==> config.mk <==
export PLATFORM = sky130hd
export DESIGN_NAME = fetch_decode_flat
export DESIGN_NICKNAME = d
export VERILOG_FILES = /design/src/rtl/rv_pkg.sv /design/src/rtl/fetch_decode_if.sv /design/src/rtl/fetch_decode_opcode_decode.sv /design/src/rtl/fetch_decode.sv /design/src/flat_wrapper.sv
export SDC_FILE = /design/constraint.sdc
export NUM_CORES = 1
export LEC_CHECK = 0
export ABC_CLOCK_PERIOD_IN_PS = 2410
export CAP_MARGIN = 20
export CELL_PAD_IN_SITES_DETAIL_PLACEMENT = 0
export CELL_PAD_IN_SITES_GLOBAL_PLACEMENT = 1
export CORE_UTILIZATION = 29
export CTS_CLUSTER_SIZE = 12
export DETAILED_ROUTE_END_ITERATION = 6
export PLACE_DENSITY = 0.91
export SYNTH_ARGS = -nofsm -noshare
export SYNTH_HDL_FRONTEND = slang
export SYNTH_SLANG_ARGS = --single-unit
==> constraint.sdc <==
create_clock -name clk -period 2.41 [get_ports clk]
set_input_delay 0.3615 -clock clk [delete_from_list [all_inputs] [get_ports clk]]
set_output_delay 0.3615 -clock clk [all_outputs]
set_load 0.02 [all_outputs]
==> src/rtl/rv_pkg.sv <==
// Shared definitions for the fetch/decode stage: opcodes, FSM states, NOP word and decode flags.
package rv_pkg;

    localparam int unsigned XLEN    = 32;
    localparam int unsigned OP_W    = 7;
    localparam int unsigned STATE_W = 2;

    localparam logic [OP_W-1:0] OP_R      = 7'b0110011;
    localparam logic [OP_W-1:0] OP_I      = 7'b0010011;
    localparam logic [OP_W-1:0] OP_LOAD   = 7'b0000011;
    localparam logic [OP_W-1:0] OP_STORE  = 7'b0100011;
    localparam logic [OP_W-1:0] OP_BRANCH = 7'b1100011;
    localparam logic [OP_W-1:0] OP_JAL    = 7'b1101111;
    localparam logic [OP_W-1:0] OP_JALR   = 7'b1100111;
    localparam logic [OP_W-1:0] OP_AUIPC  = 7'b0010111;
    localparam logic [OP_W-1:0] OP_LUI    = 7'b0110111;

    localparam logic [XLEN-1:0] NOP = 32'h0000_0013;

    typedef enum logic [STATE_W-1:0] {
        S_IDLE  = 2'd0,
        S_REQ   = 2'd1,
        S_ISSUE = 2'd2,
        S_HALT  = 2'd3
    } fd_state_e;

    // Plain-vector views of the state encoding for the FSM register.
    localparam logic [STATE_W-1:0] ST_IDLE  = STATE_W'(S_IDLE);
    localparam logic [STATE_W-1:0] ST_REQ   = STATE_W'(S_REQ);
    localparam logic [STATE_W-1:0] ST_ISSUE = STATE_W'(S_ISSUE);
    localparam logic [STATE_W-1:0] ST_HALT  = STATE_W'(S_HALT);

    typedef struct packed {
        logic r_type;
        logic i_type;
        logic store;
        logic branch;
        logic load;
        logic jal;
        logic jalr;
        logic auipc;
        logic lui;
    } dec_flags_t;

endpackage

==> src/rtl/fetch_decode_if.sv <==
// Instruction-memory, retire/redirect and decoded-instruction signals of the fetch/decode stage.
interface fetch_decode_if;
    import rv_pkg::*;

    logic            imem_req;
    logic [XLEN-1:0] imem_addr;
    logic            imem_ready;
    logic [XLEN-1:0] imem_rdata;
    logic            retire;
    logic            br_taken;
    logic [XLEN-1:0] target;
    logic [XLEN-1:0] pc_out;
    logic [XLEN-1:0] instr;
    logic            instr_valid;
    logic            r_type;
    logic            i_type;
    logic            store;
    logic            branch;
    logic            load;
    logic            jal;
    logic            jalr;
    logic            auipc;
    logic            lui;
    logic            illegal;
    logic            trap;

    modport master (
        output imem_req, imem_addr, pc_out, instr, instr_valid,
               r_type, i_type, store, branch, load, jal, jalr, auipc, lui,
               illegal, trap,
        input  imem_ready, imem_rdata, retire, br_taken, target
    );

    modport slave (
        input  imem_req, imem_addr, pc_out, instr, instr_valid,
               r_type, i_type, store, branch, load, jal, jalr, auipc, lui,
               illegal, trap,
        output imem_ready, imem_rdata, retire, br_taken, target
    );
endinterface

==> src/rtl/fetch_decode_opcode_decode.sv <==
// Combinational opcode classifier: instr[6:0] to one-hot class flags plus illegal.
module opcode_decode
    import rv_pkg::*;
(
    input  logic [OP_W-1:0] opcode,
    output dec_flags_t      flags,
    output logic            illegal
);

    always_comb begin
        flags   = '0;
        illegal = 1'b0;
        case (opcode)
            OP_R:      flags.r_type = 1'b1;
            OP_I:      flags.i_type = 1'b1;
            OP_LOAD:   flags.load   = 1'b1;
            OP_STORE:  flags.store  = 1'b1;
            OP_BRANCH: flags.branch = 1'b1;
            OP_JAL:    flags.jal    = 1'b1;
            OP_JALR:   flags.jalr   = 1'b1;
            OP_AUIPC:  flags.auipc  = 1'b1;
            OP_LUI:    flags.lui    = 1'b1;
            default:   illegal      = 1'b1;
        endcase
    end

endmodule

==> src/rtl/fetch_decode.sv <==
// Single-outstanding fetch FSM with registered decode flags.
// Optional feature: define MISALIGN_TRAP_EN to halt with trap on a misaligned redirect.
module fetch_decode
    import rv_pkg::*;
#(
    parameter logic [31:0] RESET_PC = 32'h0000_0000
) (
    input  logic          clk,
    input  logic          rst,
    fetch_decode_if.master bus
);

    logic [STATE_W-1:0] state, state_next;
    logic [XLEN-1:0]    pc, pc_next;
    logic [XLEN-1:0]    instr_q, instr_next;
    logic               imem_req_q;
    logic               valid_q;
    dec_flags_t         flags_q, dec_flags;
    logic               illegal_q, dec_illegal;
    logic [XLEN-1:0]    redirect_pc;

`ifdef MISALIGN_TRAP_EN
    logic               trap_q;
    logic               misaligned;
    assign misaligned  = (bus.target[1:0] != 2'b00);
    assign redirect_pc = bus.target;
`else
    logic               unused_target_lsb;
    assign unused_target_lsb = &{1'b0, bus.target[1:0]};
    assign redirect_pc       = {bus.target[XLEN-1:2], 2'b00};
`endif

    // Decode the word that will sit in instr next cycle so flags are registered alongside it.
    opcode_decode u_decode (
        .opcode  (instr_next[OP_W-1:0]),
        .flags   (dec_flags),
        .illegal (dec_illegal)
    );

    always_comb begin
        state_next = state;
        pc_next    = pc;
        instr_next = instr_q;
        case (state)
            ST_IDLE: state_next = ST_REQ;
            ST_REQ: begin
                if (bus.imem_ready) begin
                    instr_next = bus.imem_rdata;
                    state_next = ST_ISSUE;
                end
            end
            ST_ISSUE: begin
                if (bus.retire) begin
                    state_next = ST_REQ;
                    if (bus.br_taken) begin
`ifdef MISALIGN_TRAP_EN
                        if (misaligned) state_next = ST_HALT;
                        else            pc_next    = redirect_pc;
`else
                        pc_next = redirect_pc;
`endif
                    end else begin
                        pc_next = pc + XLEN'(4);
                    end
                end
            end
            ST_HALT: state_next = ST_HALT;
            default: state_next = ST_IDLE;
        endcase
    end

    always_ff @(posedge clk) begin
        if (rst) begin
            state      <= ST_IDLE;
            pc         <= RESET_PC;
            instr_q    <= NOP;
            imem_req_q <= 1'b0;
            valid_q    <= 1'b0;
            flags_q    <= '0;
            illegal_q  <= 1'b0;
        end else begin
            state      <= state_next;
            pc         <= pc_next;
            instr_q    <= instr_next;
            imem_req_q <= (state_next == ST_REQ);
            valid_q    <= (state_next == ST_ISSUE);
            flags_q    <= (state_next == ST_ISSUE) ? dec_flags : '0;
            illegal_q  <= (state_next == ST_ISSUE) && dec_illegal;
        end
    end

`ifdef MISALIGN_TRAP_EN
    always_ff @(posedge clk) begin
        if (rst) trap_q <= 1'b0;
        else     trap_q <= (state_next == ST_HALT);
    end
    assign bus.trap = trap_q;
`else
    assign bus.trap = 1'b0;
`endif

    assign bus.imem_req    = imem_req_q;
    assign bus.imem_addr   = pc;
    assign bus.pc_out      = pc;
    assign bus.instr       = instr_q;
    assign bus.instr_valid = valid_q;
    assign bus.r_type      = flags_q.r_type;
    assign bus.i_type      = flags_q.i_type;
    assign bus.store       = flags_q.store;
    assign bus.branch      = flags_q.branch;
    assign bus.load        = flags_q.load;
    assign bus.jal         = flags_q.jal;
    assign bus.jalr        = flags_q.jalr;
    assign bus.auipc       = flags_q.auipc;
    assign bus.lui         = flags_q.lui;
    assign bus.illegal     = illegal_q;

endmodule

==> src/flat_wrapper.sv <==
// flat-port wrapper written by rule: the top's interface ports become plain ports
module fetch_decode_flat import rv_pkg::*;
#(
    parameter logic [31:0] RESET_PC = 32'h0000_0000
)
  (clk, rst, bus_imem_req, bus_imem_addr, bus_pc_out, bus_instr, bus_instr_valid, bus_r_type, bus_i_type, bus_store, bus_branch, bus_load, bus_jal, bus_jalr, bus_auipc, bus_lui, bus_illegal, bus_trap, bus_imem_ready, bus_imem_rdata, bus_retire, bus_br_taken, bus_target);
  fetch_decode_if bus_i ();
  input  logic clk;
  input  logic rst;
  output wire logic [$bits(bus_i.imem_req)-1:0] bus_imem_req;
  output wire logic [$bits(bus_i.imem_addr)-1:0] bus_imem_addr;
  output wire logic [$bits(bus_i.pc_out)-1:0] bus_pc_out;
  output wire logic [$bits(bus_i.instr)-1:0] bus_instr;
  output wire logic [$bits(bus_i.instr_valid)-1:0] bus_instr_valid;
  output wire logic [$bits(bus_i.r_type)-1:0] bus_r_type;
  output wire logic [$bits(bus_i.i_type)-1:0] bus_i_type;
  output wire logic [$bits(bus_i.store)-1:0] bus_store;
  output wire logic [$bits(bus_i.branch)-1:0] bus_branch;
  output wire logic [$bits(bus_i.load)-1:0] bus_load;
  output wire logic [$bits(bus_i.jal)-1:0] bus_jal;
  output wire logic [$bits(bus_i.jalr)-1:0] bus_jalr;
  output wire logic [$bits(bus_i.auipc)-1:0] bus_auipc;
  output wire logic [$bits(bus_i.lui)-1:0] bus_lui;
  output wire logic [$bits(bus_i.illegal)-1:0] bus_illegal;
  output wire logic [$bits(bus_i.trap)-1:0] bus_trap;
  input wire logic [$bits(bus_i.imem_ready)-1:0] bus_imem_ready;
  input wire logic [$bits(bus_i.imem_rdata)-1:0] bus_imem_rdata;
  input wire logic [$bits(bus_i.retire)-1:0] bus_retire;
  input wire logic [$bits(bus_i.br_taken)-1:0] bus_br_taken;
  input wire logic [$bits(bus_i.target)-1:0] bus_target;
  assign bus_imem_req = bus_i.imem_req;
  assign bus_imem_addr = bus_i.imem_addr;
  assign bus_pc_out = bus_i.pc_out;
  assign bus_instr = bus_i.instr;
  assign bus_instr_valid = bus_i.instr_valid;
  assign bus_r_type = bus_i.r_type;
  assign bus_i_type = bus_i.i_type;
  assign bus_store = bus_i.store;
  assign bus_branch = bus_i.branch;
  assign bus_load = bus_i.load;
  assign bus_jal = bus_i.jal;
  assign bus_jalr = bus_i.jalr;
  assign bus_auipc = bus_i.auipc;
  assign bus_lui = bus_i.lui;
  assign bus_illegal = bus_i.illegal;
  assign bus_trap = bus_i.trap;
  assign bus_i.imem_ready = bus_imem_ready;
  assign bus_i.imem_rdata = bus_imem_rdata;
  assign bus_i.retire = bus_retire;
  assign bus_i.br_taken = bus_br_taken;
  assign bus_i.target = bus_target;
  fetch_decode #(.RESET_PC(RESET_PC)) u_core (.clk(clk), .rst(rst), .bus(bus_i));
endmodule
==> impl_metrics.sql <==
INSERT INTO impl_metrics (metric_group, metric, value, unit) VALUES
('run_status', 'status', 'finished, final reports clean', ''),
('place', 'post-dp-hpwl', '8870', 'um'),
('cts', 'cts_buffers', '9', ''),
('place', 'finalWeightedCongestion', '0.838', ''),
('final_layout', 'final.fill_count', '1261', ''),
('route', 'detail-route-antenna-nets', '0', ''),
('synthesis', 'ys_types', '53', ''),
('setup_path', 'critical_path.n_buffers_inverters', '1', ''),
('timing', 'timing_worst_slew_pin_value', '0.544', 'ns'),
('synthesis', 'synth_adder_area_share', '0.324', '%'),
('timing', 'grt_setup_unrepaired', 'no', ''),
('cts', 'cts_repair_resize_count', '0', ''),
('timing', 'max-slew-margin-rel', '63.4', '%'),
('die', 'std_cell_rows', '41', ''),
('cts', 'tritoncts_clock_tree', 'done', ''),
('synthesis', 'main_combinational_cell_family_by_area_after_synthesis', 'simple AND/OR/NAND/NOR gates', ''),
('synthesis', 'post_synth_and_or_nand_nor_area_fraction', '27.5', '%'),
('final_layout', 'max_reg_flops', '32', ''),
('cts', 'clock_path_buffers', '2', ''),
('synthesis', 'post_synthesis_instance_area', '0.00387', 'mm^2'),
('timing', 'finalSetupTns', '0', 'ns'),
('die', 'num_io_pins', '178', ''),
('timing', 'period_minus_slack', '2.08', 'ns'),
('job', 'timing.max_cap.violations', '0', ''),
('die', 'dieArea', '0.0138', 'mm^2'),
('synthesis', 'yosys_most_used_dff', 'dfxtp_1', ''),
('die', 'fp.dieW', '117', 'um'),
('final_layout', 'synthToLayoutAreaGrowth', '51.7', '%'),
('setup_path', 'criticalPathCategory', 'flop to flop', ''),
('setup_path', 'setup.worst_path.start_class', 'flop', ''),
('setup_path', 'worstPathRequired', '2.67', 'ns'),
('die', 'core_region_area', '0.0128', 'mm^2'),
('die', 'initial_utilization', '30.2', '%'),
('cts', 'skew_pair_late_insertion_delay', '0.34', 'ns'),
('cts', 'numClockSinks', '76', ''),
('synthesis', 'post_synth_inst_count', '495', ''),
('place', 'port_buffer_count', '170', ''),
('timing', 'worst_clock_skew', '0.00802', 'ns'),
('route', 'dr.first_iter.drc_count', '310', ''),
('final_layout', 'num_antenna_cells', '0', ''),
('synthesis', 'synth_top_area_cell', 'dfxtp_1', ''),
('global_route', 'antenna_found_initial', '0', ''),
('global_route', 'first_global_vias', '3743', ''),
('global_route', 'overall_fraction_of_global_route_tracks_in_use', '17.5', '%'),
('setup_path', 'worst_setup_path_end_kind', 'flop', ''),
('cts', 'post_cts_hold_buffer_count', '0', ''),
('route', 'wirelength', '12000', 'um'),
('route', 'avgViaCountPerCell', '4.92', ''),
('final_layout', 'layout-drive-gt1-share', '8.14', '%'),
('global_route', 'grt_start_max_net_pins', '39', ''),
('setup_path', 'crit_path_cell_trace', 'nand4_4 > nor4_4 > buf_4 > nand4_2 > or4_1 > a31oi_1', ''),
('synthesis', 'yosysMostFrequentCell', 'nand2_1', ''),
('cts', 'postCtsSetupBuffers', '0', ''),
('timing', 'period_utilization', '86.1', '%'),
('pwr', 'design_power_total', '3.22', 'mW'),
('cts', 'htree_num_levels', '3', ''),
('route', 'post-route-drc-count', '0', ''),
('pwr', 'static-leakage-power', '2.13', 'nW'),
('final_layout', 'fin_nets', '705', ''),
('cts', 'cts_root_buffer', 'clkbuf_16', ''),
('timing', 'fin_hold_ws', '0.376', 'ns'),
('timing', 'maxClockFrequency', '482', 'MHz'),
('timing', 'setup_viol_count_final', '0', ''),
('setup_path', 'data_arrival_time_at_the_worst_slack_endpoint', '2.34', 'ns'),
('synthesis', 'yosysTopAreaCellShare', '39.3', '%'),
('synthesis', 'synth_compound_area_share', '19.1', '%'),
('final_layout', 'ff_latch_area', '0.00152', 'mm^2'),
('setup_path', 'worstPathMaxFanout', '10', ''),
('route', 'first_pass_iters', '4', ''),
('synthesis', 'synthTopCellsByCount', 'nand2_1 (87), dfxtp_1 (76), a21oi_1 (54)', ''),
('synthesis', 'synth-edff-count', '0', '');
==> final timing paths <==
path / start / to / slack (ns) / cells after the start
hold reg to reg: u_core.bus.instr[25] / u_core.bus.instr[25] / 0.45 / 2
hold / removal: rst / u_core.bus.instr_valid / 0.38 / 3
setup / recovery: u_core.bus.imem_addr[11] / u_core.bus.imem_addr[24] / 0.33 / 6
setup reg to reg: u_core.bus.imem_addr[11] / u_core.bus.imem_addr[24] / 0.33 / 6
==> cell usage in the layout, fill, tap and decap left out, types with 2 or more instances in the layout <==
cell and count:
clkdlybuf4s50_1 168, or4_1 2, and4_1 3, buf_2 2, nand2_1 87, a41o_1 2
conb_1 5, a221oi_1 2, a21o_1 3, dfxtp_1 76, mux2i_1 9, nor2b_1 4
nor4bb_1 2, a211oi_1 6, o21bai_1 2, o221a_2 2, nand3_1 20, clkinv_2 2
clkbuf_16 9, or3_1 5, o22ai_1 5, nor4_1 2, a31oi_1 13, buf_4 23
o21ai_0 22, nand4_1 6, clkbuf_8 2, nand3b_1 10, nor3_1 6, o31ai_1 3
and3_1 8, a21oi_1 54, a22oi_1 4, inv_1 4, nor2_1 35, and2_1 7
mux2_2 2, nand2b_1 3
==> cell type report <==
type / count / area share (%)
multi-input cells: 351 / 33.2
repair buffers: 193 / 31.8
clock inverters: 4 / 0.832
well taps: 172 / 3.67
flip-flops and latches: 76 / 25.9
inverters: 4 / 0.256
clock buffers: 11 / 4.31
==> where the power goes <==
part,switching (mW),internal [mW],total [mW]
logic,0.250,0.260,0.510
clock network,0.522,0.850,1.37
registers,0.0400,1.30,1.34
==> through the flow <==
stage / util (%) / cells / area [um^2] / setup slack, ns
3_3_place_gp: 43.4 / 796 / 5560 / 0.173
2_1_floorplan: - / 499 / 3880 / 0.412
6_report: 45.7 / 811 / 5870 / 0.335
4_1_cts: 45.7 / 811 / 5870 / 0.343
5_1_grt: 45.7 / 811 / 5870 / 0.223
3_5_place_dp: 43.4 / 796 / 5560 / 0.163
==> tightest hold or removal path, delay by kind of cell <==
kind | cells | cell delay, ns
buffers and inverters | 2 | 0.25
AOI/OAI and AO/OA | 1 | 0.06
==> logic make-up after synthesis <==
group | count (synthesis)
other | 1
AO/OA/AOI/OAI | 124
flip-flops | 76
AND/OR/NAND/NOR | 210
buffers and inverters | 72
adder cells (fa/ha/maj) | 1
multiplexers | 11
==> per-layer routing <==
layer / global-route usage (%) / wire length, um
met2: 28.5 / 5840
met5: 0 / 0
met1: 22.2 / 5420
met4: 8.81 / 296
met3: 3.00 / 444
No activity file was read; power rests on OpenSTA's default activity.
